`src/rtl/shot_pkg.sv`:
```
// shot_pkg: shared state type, coordinate widths and player id for the shot arbiter
package shot_pkg;
  localparam int X_W = 10;
  localparam int Y_W = 9;
  typedef enum logic [1:0] {S_IDLE, S_ADDR, S_CMP, S_DONE} state_t;
  typedef logic player_t;
endpackage

```
`src/rtl/shot_arbiter_hit_cmp.sv`:
```
// hit_cmp: box test of a shot point against one target table entry
module hit_cmp
  import shot_pkg::*;
#(
  parameter int HIT_R = 16
) (
  input  logic [X_W-1:0] sx,
  input  logic [Y_W-1:0] sy,
  input  logic [X_W-1:0] tx,
  input  logic [Y_W-1:0] ty,
  input  logic           alive,
  output logic           hit
);
  logic signed [10:0] dx, dy;
  logic [10:0] ax, ay;
  assign dx = $signed({1'b0, tx}) - $signed({1'b0, sx});
  assign dy = $signed({2'b0, ty}) - $signed({2'b0, sy});
  assign ax = dx[10] ? -dx : dx;
  assign ay = dy[10] ? -dy : dy;
  assign hit = alive && ax <= 11'(HIT_R) && ay <= 11'(HIT_R);
endmodule

```
`src/rtl/shot_arbiter.sv`:
```
// shot_arbiter: round-robin sharing of the target hit-test scan between two guns
module shot_arbiter
  import shot_pkg::*;
#(
  parameter int NUM_TGT = 8,
  parameter int IDX_W   = 3,
  parameter int HIT_R   = 16
) (
  input  logic             clk,
  input  logic             reset,
  input  logic             shot0,
  input  logic [X_W-1:0]   shoot_x0,
  input  logic [Y_W-1:0]   shoot_y0,
  input  logic             shot1,
  input  logic [X_W-1:0]   shoot_x1,
  input  logic [Y_W-1:0]   shoot_y1,
  output logic [IDX_W-1:0] rd_idx,
  input  logic [X_W-1:0]   rd_x,
  input  logic [Y_W-1:0]   rd_y,
  input  logic             rd_alive,
  output logic             kill,
  output logic [IDX_W-1:0] kill_idx,
  output logic             done,
  output logic             done_hit,
  output logic             done_player,
  output logic             busy,
  output logic [1:0]       drop
);
  state_t state;
  logic [1:0] slot_v, shot, grant;
  logic [X_W-1:0] slot_x [2];
  logic [Y_W-1:0] slot_y [2];
  logic [X_W-1:0] shot_x [2];
  logic [Y_W-1:0] shot_y [2];
  logic [X_W-1:0] sx;
  logic [Y_W-1:0] sy;
  logic [IDX_W-1:0] idx;
  player_t last_grant, work_p;
  logic hit, last;
  assign shot = {shot1, shot0};
  assign shot_x[0] = shoot_x0;
  assign shot_x[1] = shoot_x1;
  assign shot_y[0] = shoot_y0;
  assign shot_y[1] = shoot_y1;
  assign grant[1] = state == S_IDLE && slot_v[1] && (!slot_v[0] || last_grant == 1'b0);
  assign grant[0] = state == S_IDLE && slot_v[0] && !grant[1];
  assign last = idx == IDX_W'(NUM_TGT - 1);
  assign busy = state != S_IDLE;
  assign rd_idx = idx;
  hit_cmp #(.HIT_R(HIT_R)) u_cmp (
    .sx(sx), .sy(sy), .tx(rd_x), .ty(rd_y), .alive(rd_alive), .hit(hit)
  );
  // pending slots: a shot loads an empty or just-granted slot, otherwise it is dropped
  always_ff @(posedge clk) begin
    if (reset) begin
      slot_v <= '0;
      drop <= '0;
    end else begin
      for (int i = 0; i < 2; i++) begin
        drop[i] <= shot[i] && slot_v[i] && !grant[i];
        if (shot[i] && (!slot_v[i] || grant[i])) begin
          slot_v[i] <= 1'b1;
          slot_x[i] <= shot_x[i];
          slot_y[i] <= shot_y[i];
        end else if (grant[i]) begin
          slot_v[i] <= 1'b0;
        end
      end
    end
  end
  // scan FSM: grant a slot, alternate address/compare per target, report once
  always_ff @(posedge clk) begin
    if (reset) begin
      state <= S_IDLE;
      last_grant <= 1'b1;
      work_p <= 1'b0;
      sx <= '0;
      sy <= '0;
      idx <= '0;
      done <= 1'b0;
      done_hit <= 1'b0;
      done_player <= 1'b0;
      kill <= 1'b0;
      kill_idx <= '0;
    end else begin
      done <= 1'b0;
      kill <= 1'b0;
      case (state)
        S_IDLE: if (|grant) begin
          work_p <= grant[1];
          last_grant <= grant[1];
          sx <= slot_x[grant[1]];
          sy <= slot_y[grant[1]];
          idx <= '0;
          state <= S_ADDR;
        end
        S_ADDR: state <= S_CMP;
        S_CMP: if (hit || last) begin
          done <= 1'b1;
          done_hit <= hit;
          done_player <= work_p;
          kill <= hit;
          kill_idx <= hit ? idx : kill_idx;
          state <= S_DONE;
        end else begin
          idx <= idx + 1'b1;
          state <= S_ADDR;
        end
        default: state <= S_IDLE;
      endcase
    end
  end
endmodule
```
`config.mk`:
```
export PLATFORM = sky130hd
export DESIGN_NAME = shot_arbiter
export DESIGN_NICKNAME = d
export VERILOG_FILES = /design/src/rtl/shot_pkg.sv /design/src/rtl/shot_arbiter_hit_cmp.sv /design/src/rtl/shot_arbiter.sv
export SDC_FILE = /design/constraint.sdc
export NUM_CORES = 1
export LEC_CHECK = 0
export BUFFER_PORTS_ARGS = -buffer_cell sky130_fd_sc_hd__buf_4
export CAP_MARGIN = 20
export CELL_PAD_IN_SITES_DETAIL_PLACEMENT = 1
export CELL_PAD_IN_SITES_GLOBAL_PLACEMENT = 1
export CORE_UTILIZATION = 40
export DETAILED_ROUTE_END_ITERATION = 8
export GPL_TIMING_DRIVEN = 1
export PLACE_DENSITY = 0.83
export SYNTH_ARGS = -nofsm -noshare
export SYNTH_HDL_FRONTEND = slang
export SYNTH_HIERARCHICAL = 1
export SYNTH_SLANG_ARGS = --single-unit
```
`constraint.sdc`:
```
create_clock -name clk -period 8.4 [get_ports clk]
set_input_delay 2.52 -clock clk [delete_from_list [all_inputs] [get_ports clk]]
set_output_delay 2.52 -clock clk [all_outputs]
set_load 0.02 [all_outputs]
```
==> summary by stage <==
STA
The pin slew with the least headroom to its limit is approximately 1100 ps. Setup violations remaining at the end of the flow were counted as 0. In the final timing run, aggregate negative setup slack is 0 ps. The final number of max-transition violations was 0. The worst hold slack is between 400 and 500 ps. Setup repair after global routing left no endpoint under its margin. Measured against its own limit, the worst slew margin works out to 0.258. The highest achievable clock rate is ~0.17 GHz.

The clock period minus worst slack is 5780 ps. The final clock skew is around 13 ps. The hold violation count in the final report was 0. Of the available clock period, the critical path in the final layout requires 0.688.

Routing
The first detailed-routing pass took 4 iterations. For this run, design rule violations remaining after detail routing come to 0. After the first detailed-routing iteration, the DRC count stood at ~130. The average wire per standard cell is 17.5 um. Summed over all layers, the routed wires come to between 10000 and 15000 um.

The antenna violation net count after detailed routing is 0. The total vias in the final route is ~3300. In the routed layout, each cell is associated on average with a via count of roughly 5.4.

Clocking
The clock tree from TritonCTS is built. Clock-pin slew was measured on the worst setup and hold paths at approximately 90 ps. The source-to-sink clock delay at the later pin of the worst-skew pair is roughly 340 ps. The post-CTS setup buffer count is 0. The total number of clock tree sinks is 75.

The largest buffer count on any clock path is 2. The number of levels the H-tree was split into is 3. After clock tree synthesis, the flow added hold-fix buffers numbering 0.

CTS placed an instance of clkbuf_8 at the clock tree root. The number of gates resized after CTS was 0. The number of CTS-inserted buffers is 9.

Global route
The number of antenna violations at the first check in global routing is 0. The fraction of met3 tracks used by global routing is 0.0390. The largest net degree at the start of global routing is 23. The met2 routing resource usage after global routing is 0.367. The global-route wire length before repair is roughly 17000 um. Summed over all layers, the global routing overflow is 0. The number of global-route vias before repair came to 3392. The overall global routing resource usage is 0.213.

The fraction of met1 tracks used by global routing is 0.274. In this run the most used layer during global routing was met2.

Logic synthesis
Counting flops with an async set or reset pin after synthesis yields a share of 0. Synthesis produced a netlist with a net count of around 490. The most used flip-flop cell after synthesis is edfxtp_1. In this run the mean area of a mapped cell was 10.2 sq um. Synthesis produced a netlist whose cell count is roughly 400. In this run the cell area of the synthesized design comes to 4100 sq um. Yosys mapped a number of flops with a built-in enable equal to 38.

The total number of yosys warnings is 6. The number of distinct library cell variants in the gate-level netlist after synthesis is between 70 and 80. For this run, the register share of the synthesized area comes to 0.459.

Counting flops and latches in the post-synthesis netlist gives between 70 and 80.

Cells and area
In the layout the commonest cells are buf_4 (76), inv_1 (48), a21oi_1 (43). For this run, the share of the core covered by cells in the final layout is 0.510. The count of fill cells added during filler insertion is between 1000 and 1500. The area growth from synthesis to layout is 22.6%. Of the cells placed in the final design, the portion with a size suffix greater than 1 is 0.255. The area taken by flip-flops and latches is between 1500 and 2000 sq um. Leaving out fill and tap cells, the most frequent cell in the layout is buf_4.

0 antenna diodes ended up in the layout. In the final layout, the multi-input gates occupy roughly 2000 sq um. The final layout net count is roughly 560.

Placed design
At the end of routability-driven placement, the weighted congestion stood at ~0.87. The HPWL after detailed placement is 8000 um. Buffers placed on the I/O ports in this run total 74.

Pwr
The internal power consumption is 701 uW. For this design the total switching power over the nets is approximately 310 uW. The register share of total power is 0.415. Across the VDD grid, the largest voltage drop is 126 uV.

The power per unit of standard cell area is about 200 nW/um^2. The reported leakage power is about 2.0 nW. Of the total power, combinational logic draws 0.269.

The clock network power share is 0.316. The net switching fraction of the power is 0.307. The total design power is 1.01 mW.

Setup path
The setup check on the worst reg-to-reg path leaves a slack of 4540 ps. The highest fanout seen on the critical path is 8. Walking the worst path, the cells encountered are buf_4 -> inv_1 -> ha_1 -> inv_1 -> fa_1 -> a21o_1 -> a21oi_2 -> xnor2_1 -> nor4_1 -> nand3_1 -> a22oi_1 -> o211ai_1 -> nor4_2 -> nor2_1 -> o21ai_0 -> a21oi_1.

The critical path class is primary input to register. The critical path launch point type is a primary input. The most frequent cell on the critical path is inv_1. Data arrives at the worst endpoint at approximately 6000 ps. At the worst endpoint, the required time is roughly 8600 ps. STA classifies the critical path endpoint as a register. On the critical path, the stage with the largest delay is an instance of nor4_2. For this run, the slowest stage of the critical path takes about 700 ps.

Die
The floorplan step defined a core boundary enclosing around 10000 sq um. The die is about 100 um tall. The chip width is roughly 100 um. The placement row count is 36.

The initial core utilization is 0.416. The floorplan step defined a die boundary enclosing 10700 sq um. The number of top-level design ports is 75.

Flow run
The number of max-capacitance violations reported is 0.

Worst hold path
The path class of the lowest-slack min-delay path is register to register.

Run status
The run finished with clean final reports.
-- logic make-up (layout without fill, tap and decap cells) --
logic type,count (synthesis),after routing,share of synthesized area
compound gates,124,124,0.234
simple gates,103,103,0.135
flops,75,75,0.459
buf+inv,63,142,0.0634
fa+ha+maj,23,23,0.0738
xor+xnor,12,12,0.0275
mux,3,3,0.00732
-- metrics by stage --
stage | instance area [sq um] | setup slack, ps | std cells
3_3_place_gp | 4770 | 2460 | 598
3_5_place_dp | 4770 | 2270 | 598
2_1_floorplan | 4100 | 2940 | 403
5_1_grt | 5030 | 2330 | 615
4_1_cts | 5020 | 2650 | 614
6_report | 5030 | 2620 | 615
-- per-layer routing --
metal,wire length [um],part of all wire
met4,140,0.013
met3,310,0.029
met2,5360,0.50
met1,4940,0.46
met5,0,0
-- final cells by class --
class	count	area share
Multi-Input combinational cell	265	0.391
Clock inverter	2	0.00348
Timing Repair Buffer	77	0.116
Clock buffer	14	0.0453
Tap cell	133	0.0331
Sequential cell	75	0.374
Inverter	49	0.0366
-- registers in the layout, indices dropped and copies added (netlist names), 2 cells and up --
name      flops
slot_x       20
state         2
drop          2
sx           10
kill_idx      3
sy            9
rd_idx        3
slot_y       18
slot_v        2
-- critical path: cells and delay by family --
| kind | cells | cell delay [ps] |
|---|---|---|
| compound gates | 6 | 1030 |
| fa+ha+maj | 2 | 560 |
| buf+inv | 3 | 210 |
| xor+xnor | 1 | 190 |
| simple gates | 4 | 1500 |
-- power by group through the flow --
stage | Combinational (mW) | Clock, mW | Sequential (mW)
after floorplan | 0.196 | 0 | 0.423
after global placement | 0.254 | 0 | 0.427
after detailed placement | 0.269 | 0 | 0.428
after CTS | 0.271 | 0.328 | 0.420
after global routing | 0.298 | 0.344 | 0.422
final | 0.272 | 0.320 | 0.419
-- synthesized netlist by cell type (all sizes together), types with 2 or more instances --
master | count | area share
inv | 49 | 0.045
a21oi | 45 | 0.056
edfxtp | 38 | 0.28
dfxtp | 37 | 0.18
nor2 | 36 | 0.035
ha | 21 | 0.064
o32ai | 19 | 0.059
nand2 | 16 | 0.015
o21ai | 10 | 0.012
nand3 | 9 | 0.011
clkbuf | 8 | 0.0073
nor3 | 8 | 0.0098
a21o | 7 | 0.013
nor2b | 7 | 0.011
buf | 6 | 0.011
xnor2 | 6 | 0.015
xor2 | 6 | 0.013
a211oi | 5 | 0.012
o21a | 5 | 0.0092
o31ai | 5 | 0.0092
nand2b | 4 | 0.0061
nor3b | 4 | 0.0073
mux2i | 3 | 0.0073
nand3b | 3 | 0.0055
o211ai | 3 | 0.0055
or2 | 3 | 0.0046
a2111oi | 2 | 0.0088
a221o | 2 | 0.0049
a22oi | 2 | 0.0037
a31oi | 2 | 0.0031
and3 | 2 | 0.0034
fa | 2 | 0.0098
nor4 | 2 | 0.0046
nor4b | 2 | 0.0079
o2111ai | 2 | 0.0043
-- final timing paths --
check | from | endpoint | cells after the start
setup / recovery | rd_y[0] | done_player | 16
hold / removal | sx[8] | sx[8] | 2
setup reg to reg | sx[0] | done_player | 14
hold reg to reg | sx[8] | sx[8] | 2
(Power assumes the default switching activity.)
